<file path="src/rtl/writeback_arbiter.sv">
// writeback_arbiter: drives the single register-file write port from the ALU
// result path (no backpressure, highest priority) and the load-return path
// (valid/ready, buffered in an in-order FIFO). A younger ALU write kills any
// queued load writes to the same register, and a pending-load mask is
// published for the hazard unit.
module writeback_arbiter #(
  parameter int unsigned DEPTH = 4,
  parameter int unsigned XLEN  = 32
) (
  input  logic                     clk,
  input  logic                     rst,
  input  logic                     aluValid,
  input  logic [4:0]               aluRd,
  input  logic [XLEN-1:0]          aluData,
  input  logic                     loadValid,
  output logic                     loadReady,
  input  logic [4:0]               loadRd,
  input  logic [XLEN-1:0]          loadData,
  output logic [4:0]               writeAddress,
  output logic                     writeEnable,
  output logic [XLEN-1:0]          writeData,
  output logic [31:0]              pendingMask,
  output logic [$clog2(DEPTH):0]   fifoCount
);

  localparam int unsigned AW = $clog2(DEPTH);

  // FIFO storage; only the live bits need reset, payload is qualified by them
  logic [4:0]      rd_q   [DEPTH];
  logic [XLEN-1:0] data_q [DEPTH];
  logic [DEPTH-1:0] live_q;
  logic [AW-1:0]   rptr_q, wptr_q;
  logic [AW:0]     count_q;

  logic            accept, alu_sel, fifo_empty, pop, bypass, push, head_live;
  logic [DEPTH-1:0] live_n;
  logic [4:0]      rd_n   [DEPTH];
  logic [31:0]     mask_n;
  logic [AW:0]     count_n;

  assign loadReady  = (count_q < (AW+1)'(DEPTH));
  assign accept     = loadValid && loadReady;
  assign alu_sel    = aluValid && (aluRd != '0);
  assign fifo_empty = (count_q == '0);
  assign pop        = !alu_sel && !fifo_empty;
  assign bypass     = !alu_sel && fifo_empty && accept && (loadRd != '0);
  // a same-cycle load to the ALU's rd is older, so it is consumed and dropped
  assign push       = accept && (loadRd != '0) && !bypass &&
                      !(alu_sel && (loadRd == aluRd));
  assign head_live  = live_q[rptr_q];

  // Next FIFO live/rd view: WAW kill, pop clear, then tail push
  always_comb begin
    live_n = live_q;
    for (int unsigned i = 0; i < DEPTH; i++) begin
      rd_n[i] = rd_q[i];
      if (alu_sel && (rd_q[i] == aluRd)) live_n[i] = 1'b0;
    end
    if (pop) live_n[rptr_q] = 1'b0;
    if (push) begin
      live_n[wptr_q] = 1'b1;
      rd_n[wptr_q]   = loadRd;
    end
  end

  // Pending mask built from the post-update FIFO state
  always_comb begin
    mask_n = '0;
    for (int unsigned i = 0; i < DEPTH; i++) begin
      if (live_n[i]) mask_n[rd_n[i]] = 1'b1;
    end
  end

  // Occupancy update; killed entries still occupy a slot until popped
  always_comb begin
    count_n = count_q;
    case ({push, pop})
      2'b10:   count_n = count_q + (AW+1)'(1);
      2'b01:   count_n = count_q - (AW+1)'(1);
      default: count_n = count_q;
    endcase
  end

  // Payload capture at the tail on push
  always_ff @(posedge clk) begin
    if (push) begin
      rd_q[wptr_q]   <= loadRd;
      data_q[wptr_q] <= loadData;
    end
  end

  // Control state: pointers, count, live bits, mask
  always_ff @(posedge clk or negedge rst) begin
    if (!rst) begin
      rptr_q      <= '0;
      wptr_q      <= '0;
      count_q     <= '0;
      live_q      <= '0;
      pendingMask <= '0;
    end else begin
      if (pop)  rptr_q <= rptr_q + AW'(1);
      if (push) wptr_q <= wptr_q + AW'(1);
      count_q     <= count_n;
      live_q      <= live_n;
      pendingMask <= mask_n;
    end
  end

  // Registered write port; address/data hold when nothing is written
  always_ff @(posedge clk or negedge rst) begin
    if (!rst) begin
      writeEnable  <= 1'b0;
      writeAddress <= '0;
      writeData    <= '0;
    end else if (alu_sel) begin
      writeEnable  <= 1'b1;
      writeAddress <= aluRd;
      writeData    <= aluData;
    end else if (pop) begin
      // a killed head still spends the cycle, with the port idle
      writeEnable <= head_live;
      if (head_live) begin
        writeAddress <= rd_q[rptr_q];
        writeData    <= data_q[rptr_q];
      end
    end else if (bypass) begin
      writeEnable  <= 1'b1;
      writeAddress <= loadRd;
      writeData    <= loadData;
    end else begin
      writeEnable <= 1'b0;
    end
  end

  assign fifoCount = count_q;

endmodule

</file>
<file path="config.mk">
export PLATFORM = sky130hd
export DESIGN_NAME = writeback_arbiter
export DESIGN_NICKNAME = d
export VERILOG_FILES = /design/src/rtl/writeback_arbiter.sv
export SDC_FILE = /design/constraint.sdc
export NUM_CORES = 1
export LEC_CHECK = 0
export BUFFER_PORTS_ARGS = -buffer_cell sky130_fd_sc_hd__buf_2
export CORE_ASPECT_RATIO = 1.5
export CORE_MARGIN = 2
export CORE_UTILIZATION = 50
export DETAILED_ROUTE_END_ITERATION = 8
export PLACE_DENSITY = 0.72
export SLEW_MARGIN = 25
export SYNTH_ARGS = -nofsm -noshare
export SYNTH_HDL_FRONTEND = slang
export SYNTH_SLANG_ARGS = --single-unit
</file>
<file path="constraint.sdc">
create_clock -name clk -period 3.4 [get_ports clk]
set_input_delay 0.17 -clock clk [delete_from_list [all_inputs] [get_ports clk]]
set_output_delay 0.17 -clock clk [all_outputs]
set_load 0.01 [all_outputs]
</file>
# Yosys cells after proc, flatten, opt, wreduce, memory -nomap -nowiden
# Memory sizes are Yosys's and may differ from the RTL's.
# Cells that the tools add are included.
totals:
  input_bits: 78
  ramBits: 148
  out_inout_bits: 74
  elab_cells: 117
  mem_count: 2
  register_bits: 81
classes:
  n_addsub: 4
  n_reduce_logical: 31
  n_mux: 42
  magnitude_cmp: 15
  n_eq_ne: 8
  bitwise_logic: 7
memory_table:
  columns: ["name", "depth", "width", "read_ports", "rd_clocked_by_memory_dff", "write_ports", "line", "source"]
  rows:
  - ["data_q", 4, 32, 1, 0, 1, "30", "logic [XLEN-1:0] data_q [DEPTH];"]
  - ["rd_q", 4, 5, 5, 0, 1, "29", "logic [4:0] rd_q [DEPTH];"]
op_table:
  columns: ["op", "count"]
  rows:
  - ["32-bit two-way mux", 8]
  - ["32-bit OR", 3]
  - ["5-bit equality test", 5]
  - ["5-bit two-way mux", 5]
  - ["5-bit by 6-bit < comparator with 1-bit output (second input constant)", 4]
  - ["1-bit logical AND", 21]
  - ["20-bit bitwise mux", 1]
  - ["1-bit demux with 5-bit select", 4]
  - ["5-bit by 1-bit >= comparator with 1-bit output (second input constant)", 4]
  - ["20-bit two-way mux", 1]
  - ["1-bit two-way mux", 16]
  - ["5-bit demux with 2-bit select", 1]
  - ["5-bit nonzero test", 2]
  - ["4-bit two-way mux", 2]
  - ["2-bit by 3-bit < comparator with 1-bit output (second input constant)", 2]
  - ["3-bit one-hot mux with 2 select lines", 1]
  - ["2-bit by 1-bit adder with 2-bit output (second input constant)", 2]
  - ["4-bit bitwise AND", 1]
  - ["1-bit demux with 2-bit select", 2]
  - ["2-bit by 1-bit >= comparator with 1-bit output (second input constant)", 2]
  - ["1-bit logical NOT", 4]
  - ["4-bit inverter", 1]
  - ["4-bit OR", 1]
  - ["3-bit by 1-bit adder with 3-bit output (second input constant)", 1]
  - ["other kinds (13)", 13]

# Logic depth before layout (Yosys ltp)
# Gate-level depths: netlist of the first run.
logic_depth:
  word_depth: 21
  mapped_depth: 13
  mapped_depth_nobuf: 11

# Least setup slack after synthesis of the first run
# Ideal clock, no wire load.
synth_path:
  kind: "input port to flip-flop"
  from: "in aluRd[2]"
  to: "reg count_q[2], in the netlist fifoCount[2]"
  path_buffers: 3
  setup_slack_ns: 0.692
  t_required_ns: 3.320
  path_stages: 12
  setup_time_ns: 0.080
  arrival_ns: 2.628
  path_cell_list: "buf_4 > or4_4 > o21a_4 > buf_2 > buf_2 > nor2_1 > ha_1 > inv_1 > fa_1 > xor2_1 > nor2_1 > xnor2_1"
synth_between:
  word_cells_on_any_way: 17
  classes_between: "eq/ne (3); mux (1); reduce/logical (13)"
synth_rtl:
  columns: ["item", "line", "source"]
  rows:
  - ["start: declaration", "13", "input logic [4:0] aluRd,"]
  - ["5-bit nonzero test *", "43", "assign alu_sel = aluValid && (aluRd != '0);"]
  - ["1-bit logical AND *", "43", null]
  - ["1-bit logical NOT *", "45", "assign pop = !alu_sel && !fifo_empty;"]
  - ["1-bit logical AND *", "45", null]
  - ["net pop", "35", "logic accept, alu_sel, fifo_empty, pop, bypass, push, head_live;"]
  - ["2-bit by 1-bit equality test with 1-bit output / 2-bit equality test (equally long branches)", "77", "case ({push, pop})"]
  - ["3-bit one-hot mux with 2 select lines / 2-bit nonzero test (equally long branches)", null, null]
  - ["end signal: assignment", "103", "count_q <= count_n;"]
  - ["end: declaration", "33", "logic [AW:0] count_q;"]
# Mark *: on every way through the listed nets, which the timed path passes. The rest lies on a longest branch.
# A chain may end at the register's enable or synchronous reset.

# Worst setup path in the final report of the first run
layout_path:
  from: "reg count_q[2], in the netlist fifoCount[2]"
  to: "reg writeData[6]"
layout_between:
  elab_chain_len: 6
  word_cells_on_any_way: 13
  classes_between: "order compare (1); eq/ne (1); mux (2); reduce/logical (9)"
layout_rtl:
  columns: ["item", "line", "source"]
  rows:
  - ["3-bit < comparator / 3-bit logical NOT (equally long branches)", "41, 44", null]
  - ["1-bit logical AND, on equally long branches", "42, 46", null]
  - ["1-bit logical AND (2 in series)", "46", "assign bypass = !alu_sel && fifo_empty && accept && (loadRd != '0);"]
  - ["3-bit nonzero test (no source line)", null, null]
  - ["2-bit AND reduction (no source line)", null, null]
  - ["end signal: assignment", "118", "writeData <= aluData;"]
  - ["end signal: assignment", "124", "writeData <= data_q[rptr_q];"]
  - ["end signal: assignment", "129", "writeData <= loadData;"]
  - ["end: declaration", "21", "output logic [XLEN-1:0] writeData,"]
# Parallel ways exist; a longest one is shown, timed or not.

==> metrics.txt, run 1 <==
Final Power ~9.9 mW; Final Max Slew Viols 0; Cell Area, Synth ~11000 um2; buffers added on ports 151; hpwl dp between 20000 and 25000 um; routability cong. roughly 1; commonest cells after routing, fill and taps aside buf_2, edfxtp_1, nand2_1; Hold Path End rd_q[1][2]; outcome finished clean; Yosys cell types 53; WP data required between 3 and 4 ns; Arr. time, crit path between 3 and 4 ns; R2R depth 6; RSZ-0062 raised after global routing false; DRT iter0 DRCs between 1000 and 1500; max-cap violations 0; FF-to-FF Start fifoCount[2]; Rows 66; EDFF count, synth ~150; Top Layer Used met5; fillers about 1700; Worst Tran Pin Value a little under 1 ns; Core ar. roughly 22000 um2; Async S/R FF share, synth 0.354; Max transition margin 0.348; Yosys top cell area share 0.405; Crit Path Category flop to flop; worst reg2reg path endpoint writeData[6]; Longest Clk Path Bufs 3; worst hold path type primary input to flop; cts bufs inserted 22; pwr/cell area about 740 nW/um2; crit path cell chain or3_2, buf_4, nand2_1, and3_2, buf_12, o21ai_0; Yosys top cell by area edfxtp_1; metal2 WL about 16000 um; CTS H-Tree Depth 1; Vias/cell slightly above 6; Vias between 8000 and 9000; CTS tree built; Synthesized Nets about 1000; Reg clk slew, reported paths 0.07 ns; main flop type after synthesis edfxtp_1; total gr overflow 0; top cells by area, synth edfxtp_1, dfrtp_1, mux4_2; Die Width about 120 um; Layout Nets around 1200; Die Ht ~190 um; commonest non-fill, non-tap cell in the layout buf_2; Max FO, Critical Path 47; hold path depth 1; CTS Root Cell clkbuf_16; Min Hold Slack approximately 0.043 ns; Wirelength per Cell approximately 22 um; Final Setup Violations 0; Total GRT Usage 0.266; Seq/Total Area, Yosys 0.590; first-pass GRT wire length just under 50000 um; I/O pin count about 150; clk_skew 0.0169 ns; f_max between 300 and 400 MHz; crit share post-route 0.776; yosys warns 0; routed wire length between 30000 and 40000 um; CP bufs+invs 2; antenna violations before repair 2; Fin. Hold Viols 0; Tmin final approximately 2.6 ns; Die Area around 23000 um2; drt pass-1 iters 6; Num Clock Sinks roughly 230; Avg Cell Area, Syn 12.1 um2; #FFs+latches synth 229; Crit. End Element flop; total negative setup slack 0 ns; Worst VDD drop just over 0.6 mV; DRC 0; CP top delay family simple AND/OR/NAND/NOR gates; flop2flop setup slack 0.76 ns; Layout area overhead 21.8%; largest net degree at the start of global routing 62; CP Launch Type flop; worst hold start loadRd[2]; routed wl met3 around 2300 um; Leakage around 5.2 nW; M1 WL ~11000 um; post-route ant nets 0; Gate Count Post-Synth slightly above 900; initial core utilization 0.507; vias in the first global route just under 9000; Worst-Skew Late Latency ~0.52 ns; share of cells above drive strength 1 0.249; critical path's slowest cell and3_2; largest stage delay on the critical path roughly 0.57 ns
==> metal layers <==
metal  vias up  track usage
met3       130       0.0436
met5         -            0
li1       3795            -
met4         4        0.144
met1      4120        0.315
met2       490        0.466
==> what timing repair did <==
item                                   in CTS  in global routing
hold buffers                               64                  0
setup endpoints to repair                   0                  0
setup buffers                               0                  0
resized for setup                           0                  0
endpoints found under the hold margin     219                  0
==> state kept, by name, summed over array words and instances, names as in the netlist <==
register	cells
writeAddress	5
rd_q	20
writeData	32
data_q	128
live_q	4
wptr_q	2
writeEnable	1
fifoCount	3
rptr_q	2
pendingMask	32
==> power by group <==
part,total (mW),switching [mW],internal (mW)
logic,3.58,2.13,1.44
registers,3.92,0.352,3.56
clock network,2.38,1.05,1.33
==> cell usage after synthesis, types with 2 or more instances <==
cell type / instances
xnor2_1: 25
nor3b_1: 10
a21oi_2: 3
o32ai_2: 3
and3_1: 7
buf_6: 4
dfrtp_1: 81
nor4_4: 2
and3b_1: 5
nor3_1: 14
clkbuf_1: 37
nand2b_1: 6
nand2_1: 135
nor2b_1: 4
mux4_2: 38
o21ai_0: 39
nor2_1: 24
buf_2: 20
inv_1: 16
a21oi_1: 74
o211a_1: 3
or3_1: 3
buf_1: 9
nor4_1: 2
o2111ai_1: 2
nand4_1: 27
o21bai_1: 4
and2_1: 6
nand3_1: 87
xor2_1: 5
a32oi_1: 36
edfxtp_1: 148
ha_1: 9
==> through the flow <==
stage | cell area, um2 | cells | worst slack [ns] | util
after detailed placement | 12000 | 1284 | 0.492 | 0.555
final | 13400 | 1389 | 0.761 | 0.618
after floorplan | 11000 | 908 | 0.692 | -
after CTS | 13400 | 1388 | 0.788 | 0.617
after global placement | 12000 | 1284 | 0.552 | 0.555
after global routing | 13400 | 1388 | 0.635 | 0.617
==> final cells by class <==
class / count / area [um2] / area share
Multi-Input combinational cell: 592 / 4130 / 0.309
Tap cell: 272 / 340 / 0.0255
Inverter: 16 / 60.1 / 0.00450
Antenna cell: 1 / 2.50 / 0.000187
Clock buffer: 27 / 591 / 0.0442
Timing Repair Buffer: 239 / 1650 / 0.124
Clock inverter: 13 / 108 / 0.00805
Sequential cell: 229 / 6470 / 0.485
==> worst reg2reg max path: cells and delay by family, from the launching register on <==
kind            cells  cell delay [ns]
compound gates      1             0.19
buf+inv             2             0.61
flops               1             0.42
simple gates        3             1.28
==> how the worst max path moves through the flow <==
stage | from | end | slack, ns | depth (start not counted)
global route | fifoCount[2] | writeData[6] | 0.63 | 7
global placement | aluRd[1] | fifoCount[2] | 0.55 | 13
CTS | fifoCount[2] | writeData[3] | 0.79 | 6
floorplan | aluRd[2] | fifoCount[2] | 0.69 | 12
finish | fifoCount[2] | writeData[6] | 0.76 | 6
detailed placement | aluRd[1] | fifoCount[2] | 0.49 | 13
==> logic make-up (layout without fill, tap and decap cells) <==
logic type	Yosys count	count (layout)	synth area share
adders and majority gates	10	10	0.0121
buffers and inverters	87	295	0.0351
and+or+nand+nor	339	339	0.154
other	0	1	0
AOI/OAI and AO/OA	174	174	0.106
DFF	229	229	0.590
xor gates and xnor gates	30	30	0.0240
muxes	39	39	0.0789
No activity file was read; power rests on OpenSTA's default activity.
==> inputs of run 2 (changes only) <==
==> constraint.sdc (replaced) <==
create_clock -name clk -period 2.7 [get_ports clk]
set_input_delay 0.135 -clock clk [delete_from_list [all_inputs] [get_ports clk]]
set_output_delay 0.135 -clock clk [all_outputs]
set_load 0.01 [all_outputs]
==> metrics.txt, run 2 (synthesized netlist as in run 1, its figures left out) <==
Worst-Skew Late Latency around 0.51 ns; vias in the first global route 8736; Hold Path End rd_q[3][3]; Vias just under 9000; Worst Tran Pin Value a little under 1 ns; antenna violations before repair 0; f_max slightly above 400 MHz; Rows 66; CTS H-Tree Depth 1; Die Width approximately 120 um; post-route ant nets 0; R2R depth 6; I/O pin count 152; Worst VDD drop 0.759 mV; dpl cells ~1300; Layout Nets approximately 1200; total gr overflow 0; Largest register FFs 128; Max FO, Critical Path 19; crit share post-route 0.913; first-pass GRT wire length 48700 um; commonest non-fill, non-tap cell in the layout buf_2; CTS tree built; RSZ-0062 raised after global routing false; pwr/cell area roughly 940 nW/um2; Vias/cell around 6.2; Crit Path Category flop to flop; share of cells above drive strength 1 0.262; Layout area overhead 24.0%; Resized Gates After CTS 0; Crit. End Element flop; DRT iter0 DRCs 812; worst reg2reg path endpoint pendingMask[12]; Final Setup Violations 0; Die Ht between 150 and 200 um; biggest registers after layout data_q (128), pendingMask (32), writeData (32); Die Area 23200 um2; hold path depth 1; CP Launch Type flop; CTS Root Cell clkbuf_16; Arr. time, crit path about 2.9 ns; buffers added on ports 151; worst hold start loadRd[3]; cts bufs inserted 22; Max transition margin 0.339; Reg clk slew, reported paths ~0.07 ns; commonest cells after routing, fill and taps aside buf_2, edfxtp_1, nand2_1; Core ar. around 22000 um2; FF-to-FF Start fifoCount[2]; outcome finished clean; initial core utilization 0.507; Final Power about 13 mW; max-cap violations 0; flop2flop setup slack between 0.2 and 0.25 ns; final cell count without fillers about 1400; Wirelength per Cell 22.4 um; drt pass-1 iters 5; Final Max Slew Viols 0; clk_skew about 0.012 ns; WP data required ~3.1 ns; hpwl dp around 21000 um; Most flops, register data_q; Fin. Hold Viols 0; routed wire length around 32000 um; Leakage between 5 and 6 nW; DRC 0; Longest Clk Path Bufs 3; total negative setup slack 0 ns; routability cong. a little over 1; Num Clock Sinks 229; Total GRT Usage 0.269; worst hold path type primary input to flop; largest net degree at the start of global routing 55; Tmin final about 2.5 ns
## run 2: cell types whose count changed in the layout (fill, tap and decap cells not counted), sizes merged
cell         delta
buf            +19
bufinv          +2
dlygate4sd3     +2
clkbuf          +1
clkinv          -1
clkinvlp        -1
inv             -1
## run 2: worst max-delay path by stage
| stage | slack (ns) | start | cells past startpoint | to |
|---|---|---|---|---|
| global placement | 0.19 | aluRd[1] | 5 | data_q[3][25] |
| global route | 0.13 | fifoCount[2] | 6 | pendingMask[12] |
| finish | 0.24 | fifoCount[2] | 6 | pendingMask[12] |
| CTS | 0.19 | fifoCount[2] | 4 | data_q[3][5] |
| detailed placement | 0.14 | aluRd[1] | 5 | data_q[3][24] |
| floorplan | 0.03 | aluRd[2] | 12 | fifoCount[2] |
## run 2: cell type report
| class | instances | area (um2) |
|---|---|---|
| Fill cell | 1650 | 8030 |
| Sequential cell | 229 | 6470 |
| Multi-Input combinational cell | 592 | 4130 |
| Timing Repair Buffer | 260 | 1830 |
| Clock buffer | 28 | 614 |
| Tap cell | 272 | 340 |
| Clock inverter | 12 | 159 |
| Inverter | 16 | 60.1 |
| Antenna cell | 1 | 2.50 |
## run 2: routing by layer
metal	part of all wire	track usage	wire length [um]
met1	0.37	0.320	11500
met2	0.52	0.477	16400
met3	0.066	0.0419	2100
met4	0.050	0.136	1600
met5	0	0	0
## run 2: worst max-delay path: stages (launching register included)
cell and delay [ns]:
dfrtp_1 0.41, or3_2 0.60, buf_4 0.26, o211a_2 0.34, a211oi_4 0.51, a32oi_1 0.12, nand3_1 0.14
## run 2: timing repair
item	4_1_cts	5_1_grt
hold buffers	66	0
hold endpoints to repair	198	0
setup buffers	0	0
## run 2: per-stage QoR
step           utilization  instance area, um2  hold slack, ns  setup slack (ns)
2_1_floorplan            -               11000          -0.161            0.0274
3_3_place_gp         0.562               12200           0.149             0.191
3_5_place_dp         0.562               12200           0.153             0.139
4_1_cts              0.629               13600          0.0118             0.186
5_1_grt              0.629               13600          0.0172             0.132
6_report             0.629               13600          0.0266             0.236
## run 2: where the power goes
group	switching (mW)	internal [mW]	leakage (nW)
clock network	1.34	1.92	0.373
registers	0.416	4.49	2.38
logic	2.75	1.93	2.58
total	4.51	8.34	5.33
